[src/rtl/pwm_ramp_controller.sv]
// Slew-limited duty sequencer with ramp-to-zero and dead interval on reversal.
// Optional watchdog built when PWM_RAMP_WATCHDOG_EN is defined.
module pwm_ramp_controller #(
    parameter int TOP        = 1024,
    parameter int STEP       = 8,
    parameter int DEAD_TICKS = 16,
    parameter int WDT_TICKS  = 4096,
    localparam int W         = $clog2(TOP)
) (
    input  logic         clk,
    input  logic         reset,
    input  logic         period_tick,
    input  logic         cmd_valid,
    output logic         cmd_ready,
    input  logic [W:0]   cmd_speed,
    output logic [W-1:0] duty,
    output logic         dir,
    output logic         busy,
    output logic         at_target,
    output logic         wdt_expired
);

    localparam logic [W-1:0] MAXV   = W'(TOP - 1);
    localparam logic [W:0]   STEP_W = (W+1)'(STEP);
    localparam int           DW     = $clog2(DEAD_TICKS + 1);
    localparam logic [DW-1:0] DLAST = DW'(DEAD_TICKS - 1);

    typedef enum logic [1:0] {S_IDLE, S_RAMP, S_DEAD} state_t;

    state_t        state_q, state_d;
    logic [W-1:0]  duty_q, duty_d;
    logic          dir_q, dir_d;
    logic [W-1:0]  mag_q, mag_d;
    logic          tdir_q, tdir_d;
    logic [DW-1:0] dcnt_q, dcnt_d;
    logic          ready_q, ready_d;
    logic          busy_q, at_q;
    logic          accept, fire;
    logic [W:0]    cmd_abs;
    logic [W-1:0]  cmd_mag;

    function automatic logic [W-1:0] lim(input logic [W-1:0] d);
        return ({1'b0, d} < STEP_W) ? d : STEP_W[W-1:0];
    endfunction

    assign accept  = cmd_valid & ready_q;
    // Most-negative input negates to 2^W, which the clamp folds to TOP-1
    assign cmd_abs = cmd_speed[W] ? -cmd_speed : cmd_speed;
    assign cmd_mag = (cmd_abs > {1'b0, MAXV}) ? MAXV : cmd_abs[W-1:0];

`ifdef PWM_RAMP_WATCHDOG_EN
    localparam int           CW   = $clog2(WDT_TICKS + 1);
    localparam logic [CW-1:0] WLIM = CW'(WDT_TICKS);

    logic [CW-1:0] wcnt_q, wcnt_d;
    logic          wexp_q, wexp_d;

    always_comb begin
        wcnt_d = wcnt_q;
        wexp_d = wexp_q;
        fire   = 1'b0;
        if (accept) begin
            wcnt_d = '0;
            wexp_d = 1'b0;
        end else if (period_tick && wcnt_q != WLIM) begin
            wcnt_d = wcnt_q + 1'b1;
            if (wcnt_d == WLIM) begin
                fire   = 1'b1;
                wexp_d = 1'b1;
            end
        end
    end

    always_ff @(posedge clk) begin
        if (reset) begin
            wcnt_q <= '0;
            wexp_q <= 1'b0;
        end else begin
            wcnt_q <= wcnt_d;
            wexp_q <= wexp_d;
        end
    end

    assign wdt_expired = wexp_q;
`else
    assign fire        = 1'b0;
    assign wdt_expired = 1'b0;
`endif

    always_comb begin
        state_d = state_q;
        duty_d  = duty_q;
        dir_d   = dir_q;
        mag_d   = mag_q;
        tdir_d  = tdir_q;
        dcnt_d  = dcnt_q;
        unique case (state_q)
            S_RAMP: begin
                if (period_tick) begin
                    if (dir_q == tdir_q || (duty_q == '0 && mag_q == '0)) begin
                        if (duty_q < mag_q)
                            duty_d = duty_q + lim(mag_q - duty_q);
                        else
                            duty_d = duty_q - lim(duty_q - mag_q);
                        if (duty_d == mag_q)
                            state_d = S_IDLE;
                    end else begin
                        duty_d = duty_q - lim(duty_q);
                        if (duty_d == '0) begin
                            state_d = S_DEAD;
                            dcnt_d  = '0;
                        end
                    end
                end
            end
            S_DEAD: begin
                if (period_tick) begin
                    if (dcnt_q == DLAST) begin
                        dir_d   = tdir_q;
                        dcnt_d  = '0;
                        state_d = S_RAMP;
                    end else begin
                        dcnt_d = dcnt_q + 1'b1;
                    end
                end
            end
            default: ;
        endcase
        if (fire)
            mag_d = '0;
        if (accept) begin
            mag_d = cmd_mag;
            if (cmd_speed != '0)
                tdir_d = cmd_speed[W];
        end
        // A new target re-decides idle vs ramp; DEAD always runs to completion
        if ((accept || fire) && state_d != S_DEAD)
            state_d = (mag_d == duty_d && tdir_d == dir_d) ? S_IDLE : S_RAMP;
        ready_d = (state_d != S_DEAD);
    end

    always_ff @(posedge clk) begin
        if (reset) begin
            state_q <= S_IDLE;
            duty_q  <= '0;
            dir_q   <= 1'b0;
            mag_q   <= '0;
            tdir_q  <= 1'b0;
            dcnt_q  <= '0;
            ready_q <= 1'b0;
            busy_q  <= 1'b0;
            at_q    <= 1'b1;
        end else begin
            state_q <= state_d;
            duty_q  <= duty_d;
            dir_q   <= dir_d;
            mag_q   <= mag_d;
            tdir_q  <= tdir_d;
            dcnt_q  <= dcnt_d;
            ready_q <= ready_d;
            busy_q  <= (state_d != S_IDLE);
            at_q    <= (duty_d == mag_d) && (dir_d == tdir_d);
        end
    end

    assign cmd_ready = ready_q;
    assign duty      = duty_q;
    assign dir       = dir_q;
    assign busy      = busy_q;
    assign at_target = at_q;

endmodule

[config.mk]
export PLATFORM = sky130hd
export DESIGN_NAME = pwm_ramp_controller
export DESIGN_NICKNAME = d
export VERILOG_FILES = /design/src/rtl/pwm_ramp_controller.sv
export SDC_FILE = /design/constraint.sdc
export NUM_CORES = 1
export LEC_CHECK = 0
export ABC_AREA = 1
export CAP_MARGIN = 20
export CORE_UTILIZATION = 35
export CTS_BUF_LIST = sky130_fd_sc_hd__clkbuf_8
export CTS_CLUSTER_SIZE = 14
export DETAILED_ROUTE_END_ITERATION = 10
export DONT_BUFFER_PORTS = 1
export PLACE_DENSITY = 0.52
export SYNTH_ARGS = -nofsm -noshare
export SYNTH_HDL_FRONTEND = slang
export SYNTH_SLANG_ARGS = --single-unit
[constraint.sdc]
create_clock -name clk -period 6.4 [get_ports clk]
set_input_delay 1.6 -clock clk [delete_from_list [all_inputs] [get_ports clk]]
set_output_delay 1.6 -clock clk [all_outputs]
set_load 0.02 [all_outputs]
# ---- Word level (Yosys, flattened, before mapping)
# Index checks and enable logic that the tools add are counted.
# W data, S select, Z words.
dict set report totals {
  ff_bits 32
  in_bits 15
  out_inout_bits 15
}
dict set report classes {
  addsub 7
  n_lt_le_gt_ge 5
  eq_ne 15
  n_mux 33
  bitwise_logic 1
  n_reduce_logical 12
}
# op n
set op_table {}
lappend op_table {{$mux W10} 12}
lappend op_table {{$sub A10 B10 Y10} 4}
lappend op_table {{$eq A10 B10 Y1} 3}
lappend op_table {{$logic_not A10 Y1} 3}
lappend op_table {{$lt A10 B4 Y1 const B} 3}
lappend op_table {{$mux W5} 5}
lappend op_table {{$mux W2} 7}
lappend op_table {{$ne A2 B2 Y1 const B} 6}
lappend op_table {{$gt A11 B10 Y1 const B} 1}
lappend op_table {{$mux W11} 1}
lappend op_table {{$neg A11 Y11} 1}
lappend op_table {{$reduce_bool A11 Y1} 1}
lappend op_table {{$add A10 B10 Y10} 1}
lappend op_table {{$lt A10 B10 Y1} 1}
lappend op_table {{$pmux W5 S2} 1}
lappend op_table {{$mux W1} 6}
lappend op_table {{$add A5 B1 Y5 const B} 1}
lappend op_table {{$eq A5 B4 Y1 const B} 1}
lappend op_table {{$reduce_and A5 Y1} 1}
lappend op_table {{$logic_and A1 B1 Y1} 4}
lappend op_table {{$pmux W2 S2} 1}
lappend op_table {{$reduce_bool A2 Y1} 2}
lappend op_table {{$eq A1 B1 Y1} 3}
lappend op_table {{$eq A2 B1 Y1 const B} 1}
lappend op_table {{other kinds (3)} 3}

# ---- Depth between registers and ports, before layout
# Gate-level depths: netlist of the first run.
dict set report depth {
  depth_word 17
  mapped_depth 43
  ltp_nobuf 42
}

# ---- Least setup slack after synthesis of the first run
# Ideal clock, no wire load.
dict set report synth_timing {
  path_kind {reg2reg}
  start {register duty_q[1] (netlist: duty[1])}
  end {register busy_q (netlist: busy)}
  setup_time_ns 0.114
  t_arrival_ns 4.752
  setup_slack_ns 1.534
  path_stages_with_launch 38
  cell_sequence {dfxtp_1 inv_1 fa_1 nand3_1 nand2_1 nand2_1 nand3b_1 nand2_1 nand3_2 nor2_4 inv_1 or2_2 ha_1 or3_1 a31oi_1 ha_1 a21oi_1 nand2_1 [2 not listed] nand2_1 nand2_1 nor2_1 nand3_1 nor2_1 nand4_1 nor2_1 nand3_2 nand2_1 nand2_1 nand2_1 nand2_1 nand2_1 nand2_2 nand3_1 nand2_1 nand2_1 nand2_1}
}
dict set report synth_between {
  elab_chain_len 17
  elab_cells_between_ends 36
}
# element line_no
set synth_lines {}
lappend synth_lines {{start, declared} 31} ;# logic [W-1:0] duty_q, duty_d;
lappend synth_lines {{start signal, assigned} 155} ;# duty_q <= duty_d;
lappend synth_lines {{$sub A10 B10 Y10 (on tied branches)} {104, 102}}
lappend synth_lines {{$lt A10 B4 Y1} 43} ;# return ({1'b0, d} < STEP_W) ? d : STEP_W[W-1:0];
lappend synth_lines {{$mux W10} 43}
lappend synth_lines {{$sub A10 B10 Y10 or $add A10 B10 Y10 (tied branches)} {104, 102}}
lappend synth_lines {{$mux W10} 101} ;# if (duty_q < mag_q)
lappend synth_lines {{$mux W10} 100} ;# if (dir_q == tdir_q || (duty_q == '0 && mag_q == '0)) begin
lappend synth_lines {{$mux W10} 99} ;# if (period_tick) begin
lappend synth_lines {{$mux W10} 97} ;# unique case (state_q)
lappend synth_lines {{$eq A10 B10 Y1} 105} ;# if (duty_d == mag_q)
lappend synth_lines {{$mux W2} 105}
lappend synth_lines {{$mux W2} 100}
lappend synth_lines {{$mux W2} 99}
lappend synth_lines {{$pmux W2 S2} 97}
lappend synth_lines {{$ne A2 B2 Y1} 137} ;# if ((accept || fire) && state_d != S_DEAD)
lappend synth_lines {{$logic_and A1 B1 Y1} 137}
lappend synth_lines {{$mux W2 *} 137}
lappend synth_lines {{$reduce_bool A2 Y1 *} 161} ;# busy_q <= (state_d != S_IDLE);
lappend synth_lines {{end signal, assigned} 161}
lappend synth_lines {{end, declared} 37} ;# logic busy_q, at_q;
# Every way passes the cells marked *; elsewhere a longest branch is shown, timed or not. The select of a mux whose other input is x is not followed.
# A chain may end at the register's enable or synchronous reset.

# ---- Final worst setup path of the first run
dict set report layout_timing {
  start {register duty_q[3] (netlist: duty[3])}
  end {register busy_q (netlist: busy)}
}
# Same word-level chain as after synthesis.

==> metrics.txt, run 1 <==
register bit total from synthesis=32; CTS tree=done; Worst Path Buf+Inv=4; grt ovf=0; outcome=finished clean; Final Max Tran Viols=0; Fill cells=1,188; post-synthesis cell type count=49; cell family with most CP delay=simple AND/OR/NAND/NOR gates; static leakage=1.93 nW; Clock H-tree levels=2; Worst Hold Launch=dcnt_q[4]$_SDFFE_PP0P_; nets@finish=644; layout cells sized above 1=7.42%; slowest stage cell, crit path=dfxtp_1; Layout Skew=8.11 ps; Worst VDD drop=0.000149 V; initial antenna violation count=0; CTS root buffer=clkbuf_8; number of diodes=0; Area contributors post-synth=dfxtp_1, nand2_1, ha_1; I/O Buffers=0; final setup TNS=0 ps; Post-route DRC=0; Req. time, crit path=6580 ps; Sink Count=32; Yosys top cell area share=17.3%; clock slew at the register clock pins of the worst setup and hold paths=70 ps; DR iter-0 viols=213; post-DP HPWL=8.51 mm; core outline area=10,300 µm²; WL/cell=13.8 µm; Initial Util=36.0%; clock buffer depth=2; xor/xnor share of the synthesized area=8.75%; total clock buffers created by CTS=5; MaxCap Viol Count=0; vias=3,614; CP arrival=5910 ps; Yosys top cell by area=dfxtp_1; Site Rows=37; IO Pins=30; worst-skew pair later-pin latency=290 ps; sequential area share after synthesis=17.3%; final number of setup-violating endpoints=0; Cell Area, Synth=3700 µm²; Simple-Gate Fraction of Synth Area=33.5%; vias in the first global route=3,540; cell mode on critical path=nand2_1; ys async rst share=0%; reg2reg path depth=40; DIE WIDTH=105 µm; Syn Area/Cell=6.26 µm²; die area=11,000 µm²; hold_buf cts=0; RePlAce Congestion=0.916; reg2reg start=duty[3]$_SDFF_PP0_; RR Endpoint=busy$_SDFF_PP0_; Syn Inst Count=592; most common cell in the synthesized netlist=nand2_1; Post-Route Utilization=38.4%; Min Hold Slack=461 ps; synth warn=0; min cycle time layout=5730 ps; first-pass GRT wire length=16.8 mm; EDFF count, synth=0; post-route ant nets=0; DR pass1 iterations=6; Post-synth top flop=dfxtp_1; Layout area overhead=6.62%; Tcrit/Tclk final=89.5%; reg2reg setup slack=670 ps; CP max FO=9; fmax=175 MHz; mux contribution to synthesized area=0.270%; CP peak stage delay=550 ps; DR vias/cell=4.96; Post-Synth Adder-Cell Area=13.1%; syn_nets=644; RSZ-0062 raised after global routing=no; Hold Path Class=reg -> reg; postcts setup bufs=0; Worst setup EP type=flip-flop; Die Height=105 µm; largest net degree at the start of global routing=27; area of the multi-input gates=2630 µm²; normalized max-slew margin=65.2%; synth cell count leaders=nand2_1, inv_1, nor2_1; Setup CP Type=reg -> reg; Sequential Area=641 µm²; post-synthesis compound-gate area fraction=15.3%; Routed WL=10.0 mm; WHS Endpoint=dcnt_q[4]$_SDFFE_PP0P_; main combinational cell family by area after synthesis=simple AND/OR/NAND/NOR gates; Hold Violations, Final=0; Worst Hold Depth=2; Slew @ Worst Pin=521 ps; GRT Util Overall=19.2%; Resize count post-CTS=0; Pwr Density=496 nW/µm²; Worst setup SP type=flip-flop
==> worst min-delay path, delay by kind of cell, from the launching register on <==
kind | cells | cell delay, ps
buf+inv | 1 | 30
flops | 1 | 310
simple gates | 1 | 70
==> through the flow <==
step                setup slack, ps  total power [mW]  std cells  instance area, µm²
detailed placement              700              1.76        721                3840
finish                          674              1.96        729                3950
floorplan                      1530              1.47        592                3700
global placement                785              1.76        721                3840
global route                   32.7              2.19        729                3950
CTS                             665              1.96        729                3950
==> power by group <==
part           total [mW]  leakage [nW]  switching [mW]  internal (mW)
clock network       0.190        0.0593          0.0760          0.114
logic                1.46          1.61           0.948          0.515
registers           0.306         0.262          0.0631          0.243
==> layer usage <==
metal	up-vias	global-route usage, %	wire [µm]
met5	-	0	0
met1	1628	24.8	4620
met2	76	33.5	4700
met3	11	2.00	579
li1	1899	-	-
met4	0	5.53	141
==> placed cells by master (no fill, tap or decap), types with 3 or more instances in the layout <==
cell type,instances
nand2_2,7
fa_1,3
nand3_1,32
nor3_1,9
clkbuf_8,5
o21ai_0,21
nand4_1,10
inv_2,5
buf_4,4
nand3_2,5
dfxtp_1,32
inv_1,93
or2_2,4
xor2_1,26
nor2_1,58
o22ai_1,11
nor2_2,4
ha_1,34
xnor2_1,11
a21oi_1,34
nand2_1,139
o31ai_1,3
o21ai_1,11
==> registers in the layout, summed over array words and instances, names as in the netlist <==
| name | count |
|---|---|
| at_target | 1 |
| dir | 1 |
| state_q | 2 |
| mag_q | 10 |
| tdir_q | 1 |
| dcnt_q | 5 |
| cmd_ready | 1 |
| duty | 10 |
| busy | 1 |
==> final cells by class <==
class,count,area share (%)
inverter,98,9.31
clock inverter,3,0.982
tap,136,4.31
multi-input combinational,451,66.7
sequential,32,16.2
timing repair buffer,4,0.760
clock buffer,5,1.74
==> worst max-delay path by stage <==
stage / from / end / slack (ps) / cells past startpoint
floorplan: duty[1]$_SDFF_PP0_ / busy$_SDFF_PP0_ / 1530 / 37
global placement: duty[3]$_SDFF_PP0_ / busy$_SDFF_PP0_ / 780 / 40
detailed placement: duty[3]$_SDFF_PP0_ / busy$_SDFF_PP0_ / 700 / 40
CTS: duty[3]$_SDFF_PP0_ / busy$_SDFF_PP0_ / 660 / 40
global route: duty[3]$_SDFF_PP0_ / busy$_SDFF_PP0_ / 30 / 40
finish: duty[3]$_SDFF_PP0_ / busy$_SDFF_PP0_ / 670 / 40
==> cell families (layout without fill, tap and decap cells) <==
| family | Yosys count | after routing |
|---|---|---|
| AOI/OAI and AO/OA | 96 | 96 |
| xor gates and xnor gates | 37 | 37 |
| adders and majority gates | 37 | 37 |
| buffers and inverters | 109 | 110 |
| DFF | 32 | 32 |
| muxes | 1 | 1 |
| other | 2 | 2 |
| and+or+nand+nor | 278 | 278 |
No activity file was read; power rests on OpenSTA's default activity.
==> run 2, diff against run 1 <==
--- a/config.mk
+++ b/config.mk
@@ -7,8 +7,10 @@
 export LEC_CHECK = 0
 export ABC_AREA = 1
 export CAP_MARGIN = 20
+export CORE_ASPECT_RATIO = 1.75
 export CORE_UTILIZATION = 35
 export CTS_BUF_LIST = sky130_fd_sc_hd__clkbuf_8
+export CTS_CLUSTER_DIAMETER = 100
 export CTS_CLUSTER_SIZE = 14
 export DETAILED_ROUTE_END_ITERATION = 10
 export DONT_BUFFER_PORTS = 1
==> run 2 against run 1 <==
Compared with the run above:
- clock power is 2% higher
- critical path type unchanged
- register-to-register slack worse by 200 ps
- combinational power is 4% higher
- clock-buffer cell count stayed put
- utilization is 0.19 points lower
==> metrics.txt, run 2 (same netlist as run 1, synthesis figures left out) <==
core outline area=10,300 µm² (about the same); I/O Buffers=0 (unchanged); outcome=finished clean (unchanged); post-route ant nets=0 (unchanged); static leakage=1.92 nW (was 1.93 nW); layout cells sized above 1=7.77% (was 7.42%); number of diodes=0 (unchanged); DR vias/cell=5.23 (was 4.96); most frequent cells in the layout=nand2_1, inv_1, nor2_1, a21oi_1, ha_1 (unchanged); vias in the first global route=3,738 (was 3,540); slowest stage cell, crit path=dfxtp_1 (unchanged); Clock H-tree levels=2 (unchanged); area post-placement=3820 µm² (was 3840 µm²); DIE WIDTH=79.8 µm (was 105 µm); clock buffer depth=2 (unchanged); Post-Route Utilization=38.2% (was 38.4%); CTS root buffer=clkbuf_8 (unchanged); DR pass1 iterations=4 (was 6); clock slew at the register clock pins of the worst setup and hold paths=70 ps (about the same); Tcrit/Tclk final=92.6% (was 89.5%); min cycle time layout=5930 ps (was 5730 ps); Worst setup SP type=flip-flop (unchanged); normalized max-slew margin=66.7% (was 65.2%); largest net degree at the start of global routing=27 (unchanged); Resize count post-CTS=0 (unchanged); RePlAce Congestion=1.00 (was 0.916); post-DP HPWL=9.74 mm (was 8.51 mm); Hold Violations, Final=0 (unchanged); final number of setup-violating endpoints=0 (unchanged); Routed WL=11.4 mm (was 10.0 mm); final setup TNS=0 ps (unchanged); CP arrival=6110 ps (was 5910 ps); hold_buf cts=0 (unchanged); most common cell after layout, fill and taps aside=nand2_1 (unchanged); Final Max Tran Viols=0 (unchanged); fmax=169 MHz (was 175 MHz); Req. time, crit path=6590 ps (was 6580 ps); total clock buffers created by CTS=5 (unchanged); die area=11,000 µm² (about the same); Initial Util=36.0% (about the same); Layout Skew=8.57 ps (was 8.11 ps); nets@finish=643 (was 644); cell area after layout=3940 µm² (was 3950 µm²); Die Height=138 µm (was 105 µm); Post-route DRC=0 (unchanged); Hold Path Class=reg -> reg (unchanged); CP peak stage delay=570 ps (was 550 ps); initial antenna violation count=0 (unchanged); Pwr Density=515 nW/µm² (was 496 nW/µm²); first-pass GRT wire length=18.4 mm (was 16.8 mm); Slew @ Worst Pin=499 ps (was 521 ps); vias=3,762 (was 3,614); WL/cell=15.9 µm (was 13.8 µm); IO Pins=30 (unchanged); Setup CP Type=reg -> reg (unchanged); cell mode on critical path=nand2_1 (unchanged); DR iter-0 viols=171 (was 213); Site Rows=49 (was 37); Layout area overhead=6.32% (was 6.62%); CTS tree=done (unchanged); CP max FO=9 (unchanged); GRT Util Overall=22.1% (was 19.2%); Sink Count=32 (unchanged); Worst setup EP type=flip-flop (unchanged); RSZ-0062 raised after global routing=no (unchanged); MaxCap Viol Count=0 (unchanged); grt ovf=0 (unchanged); worst-skew pair later-pin latency=290 ps (about the same); postcts setup bufs=0 (unchanged); Worst VDD drop=0.000212 V (was 0.000149 V)
==> run 2: metrics by stage <==
step	setup slack, ps	hold slack, ps	power [mW]	cells
global route	23.6	481	2.23	719
global placement	490	450	1.83	711
detailed placement	441	450	1.83	711
floorplan	1530	433	1.47	592
CTS	414	463	2.04	719
finish	472	460	2.03	719
==> run 2: cell type report <==
class                      instances  area (µm²)
clock buffer                       5        68.8
clock inverter                     3        42.5
fill                            1154        6360
inverter                          98         368
multi-input combinational        451        2640
sequential                        32         642
tap                              127         159
timing repair buffer               3        22.5
==> run 2: worst paths after layout <==
check | startpoint | endpoint | slack, ps | depth (start not counted)
worst max-delay path | duty[3]$_SDFF_PP0_ | busy$_SDFF_PP0_ | 470 | 36
worst max register to register | duty[3]$_SDFF_PP0_ | busy$_SDFF_PP0_ | 470 | 36
worst min-delay path | dcnt_q[4]$_SDFFE_PP0P_ | dcnt_q[4]$_SDFFE_PP0P_ | 460 | 2
worst min register to register | dcnt_q[4]$_SDFFE_PP0P_ | dcnt_q[4]$_SDFFE_PP0P_ | 460 | 2
==> run 2: power by group <==
part | internal (mW) | switching, mW
logic | 0.515 | 1.01
clock network | 0.115 | 0.0786
registers | 0.243 | 0.0687
==> run 2: critical path, delay by kind of cell, from the launching register on <==
kind	cells	cell delay, ps
flip-flops	1	570
buffers and inverters	3	430
adder cells (fa/ha/maj)	3	990
AND/OR/NAND/NOR	27	3270
AO/OA/AOI/OAI	2	390
XOR/XNOR	1	180
==> run 2: per-layer routing <==
layer  track usage, %  vias to the layer above  wire length, µm
li1                 -                     1898                -
met1             20.4                     1755             3900
met2             43.7                       74             6570
met3             1.78                       35              246
met4             14.0                        0              706
met5                0                        -                0
==> run 3, diff against run 2 <==
--- a/config.mk
+++ b/config.mk
@@ -7,6 +7,8 @@
 export LEC_CHECK = 0
 export ABC_AREA = 1
 export CAP_MARGIN = 20
+export CELL_PAD_IN_SITES_DETAIL_PLACEMENT = 1
+export CELL_PAD_IN_SITES_GLOBAL_PLACEMENT = 1
 export CORE_ASPECT_RATIO = 1.75
 export CORE_UTILIZATION = 35
 export CTS_BUF_LIST = sky130_fd_sc_hd__clkbuf_8
@@ -14,7 +16,7 @@
 export CTS_CLUSTER_SIZE = 14
 export DETAILED_ROUTE_END_ITERATION = 10
 export DONT_BUFFER_PORTS = 1
-export PLACE_DENSITY = 0.52
+export PLACE_DENSITY = 0.68
 export SYNTH_ARGS = -nofsm -noshare
 export SYNTH_HDL_FRONTEND = slang
 export SYNTH_SLANG_ARGS = --single-unit
==> run 3 against run 2 <==
Compared with the run above:
- flip-flop and latch count unchanged
- clock-buffer cell count is the same
- first-iteration DRC count decreased by 20%
- via count grew 1.9%
- utilization fell by 0.18 points
- final area down 0.48%
- critical path type unchanged
- largest power group unchanged
- highest routed layer unchanged
==> metrics.txt, run 3 (same netlist as run 1, synthesis figures left out) <==
outcome=finished clean (unchanged); static leakage=1.92 nW (about the same); Die Height=138 µm (unchanged); Routed WL=12.9 mm (was 11.4 mm); Layout Skew=5.99 ps (was 8.57 ps); Layout area overhead=5.81% (was 6.32%); Clock H-tree levels=2 (unchanged); Levels on crit path=34 (was 36); normalized max-slew margin=62.8% (was 66.7%); clock buffer depth=2 (unchanged); Worst Path Buf+Inv=1 (was 3); Site Rows=49 (unchanged); hold_buf cts=0 (unchanged); initial antenna violation count=0 (unchanged); final number of setup-violating endpoints=0 (unchanged); Hold Path Class=reg -> reg (unchanged); WL met3=221 µm (was 246 µm); Hold Violations, Final=0 (unchanged); DIE WIDTH=79.8 µm (unchanged); reg2reg setup slack=500 ps (was 470 ps); routed length on met2=7.57 mm (was 6.57 mm); RR Endpoint=busy$_SDFF_PP0_ (unchanged); final setup TNS=0 ps (unchanged); Final Max Tran Viols=0 (unchanged); MaxCap Viol Count=0 (unchanged); CTS tree=done (unchanged); Worst Hold Depth=2 (unchanged); Setup CP Type=reg -> reg (unchanged); vias=3,835 (was 3,762); Min Hold Slack=477 ps (was 460 ps); I/O Buffers=0 (unchanged); vias in the first global route=4,199 (was 3,738); Worst setup EP type=flip-flop (unchanged); RePlAce Congestion=0.934 (was 1.00); WL/cell=18.0 µm (was 15.9 µm); Pwr Density=520 nW/µm² (was 515 nW/µm²); clock slew at the register clock pins of the worst setup and hold paths=70 ps (about the same); cell family with most CP delay=simple AND/OR/NAND/NOR gates (unchanged); reg2reg start=duty[1]$_SDFF_PP0_ (was duty[3]$_SDFF_PP0_); number of diodes=0 (unchanged); Highest Signal Layer=met4 (unchanged); Worst Hold Launch=dcnt_q[4]$_SDFFE_PP0P_ (unchanged); layout cells sized above 1=7.76% (was 7.77%); CP max FO=6 (was 9); Slew @ Worst Pin=557 ps (was 499 ps); CTS root buffer=clkbuf_8 (unchanged); RSZ-0062 raised after global routing=no (unchanged); Worst VDD drop=0.000180 V (was 0.000212 V); WHS Endpoint=dcnt_q[4]$_SDFFE_PP0P_ (unchanged); most common cell after layout, fill and taps aside=nand2_1 (unchanged); cell mode on critical path=nand2_1 (unchanged); worst-skew pair later-pin latency=300 ps (was 290 ps); postcts setup bufs=0 (unchanged); grt ovf=0 (unchanged); first-pass GRT wire length=20.8 mm (was 18.4 mm); Initial Util=36.0% (unchanged); M1 wire length=4.27 mm (was 3.90 mm); largest net degree at the start of global routing=27 (unchanged); Req. time, crit path=6590 ps (about the same); die area=11,000 µm² (unchanged); nets@finish=645 (was 643); CP peak stage delay=580 ps (was 570 ps); min cycle time layout=5900 ps (was 5930 ps); post-DP HPWL=11.3 mm (was 9.74 mm); GRT Util Overall=24.9% (was 22.1%); total clock buffers created by CTS=5 (unchanged); DR vias/cell=5.33 (was 5.23); reg2reg path depth=34 (was 36); most frequent cells in the layout=nand2_1, inv_1, nor2_1, a21oi_1, ha_1 (unchanged); DR pass1 iterations=4 (unchanged); Sink Count=32 (unchanged); CP arrival=6090 ps (was 6110 ps); IO Pins=30 (unchanged); DR iter-0 viols=136 (was 171); Post-route DRC=0 (unchanged); fmax=169 MHz (about the same); post-route ant nets=0 (unchanged); Worst setup SP type=flip-flop (unchanged); Tcrit/Tclk final=92.2% (was 92.6%); core outline area=10,300 µm² (unchanged); slowest stage cell, crit path=dfxtp_1 (unchanged)
-- run 3: cell count changes in the layout (fill, tap and decap cells not counted), sizes merged --
cell,change
buf,+2
bufinv,-1
clkinvlp,-1
inv,+1
-- run 3: worst max-delay path by stage --
stage                             startpoint              end  slack (ps)
after floorplan           duty[1]$_SDFF_PP0_  busy$_SDFF_PP0_        1530
after global placement    duty[1]$_SDFF_PP0_  busy$_SDFF_PP0_         550
after detailed placement  duty[3]$_SDFF_PP0_  busy$_SDFF_PP0_         400
after CTS                 duty[3]$_SDFF_PP0_  busy$_SDFF_PP0_         360
after global routing      duty[1]$_SDFF_PP0_  busy$_SDFF_PP0_          30
final                     duty[1]$_SDFF_PP0_  busy$_SDFF_PP0_         500
-- run 3: worst min-delay path, cell delays in order, from the launching register on --
cell and delay, ps:
dfxtp_1 320, nand3_1 80, inv_1 40
-- run 3: repair_timing --
action	4_1_cts	5_1_grt
endpoints found under the setup margin	0	3
endpoints found under the hold margin	0	0
gates resized for setup	0	2
-- run 3: stage by stage --
step	util, %	cells	area [µm²]	total power, mW	setup WS, ps
6_report	38.1	720	3920	2.04	498
5_1_grt	38.1	720	3920	2.22	32.5
4_1_cts	38.0	720	3920	2.05	356
3_5_place_dp	37.3	713	3840	1.89	397
3_3_place_gp	37.3	713	3840	1.86	546
2_1_floorplan	-	592	3700	1.47	1530
-- run 3: routing by layer --
metal,global-route usage (%),up-vias
li1,-,1901
met1,21.8,1824
met2,49.9,68
met3,1.85,42
met4,17.5,0
met5,0,-
-- run 3: area by class of cell --
| cell class | instances | area (µm²) |
|---|---|---|
| fill | 1410 | 6380 |
| multi-input combinational | 451 | 2640 |
| sequential | 32 | 642 |
| inverter | 98 | 368 |
| tap | 127 | 159 |
| clock buffer | 5 | 68.8 |
| timing repair buffer | 5 | 37.5 |
| clock inverter | 2 | 8.76 |
-- run 3: power breakdown --
group | total, mW | internal [mW] | switching (mW)
Sequential | 0.305 | 0.243 | 0.0619
Combinational | 1.58 | 0.522 | 1.06
Clock | 0.150 | 0.0723 | 0.0778
Total | 2.04 | 0.838 | 1.20
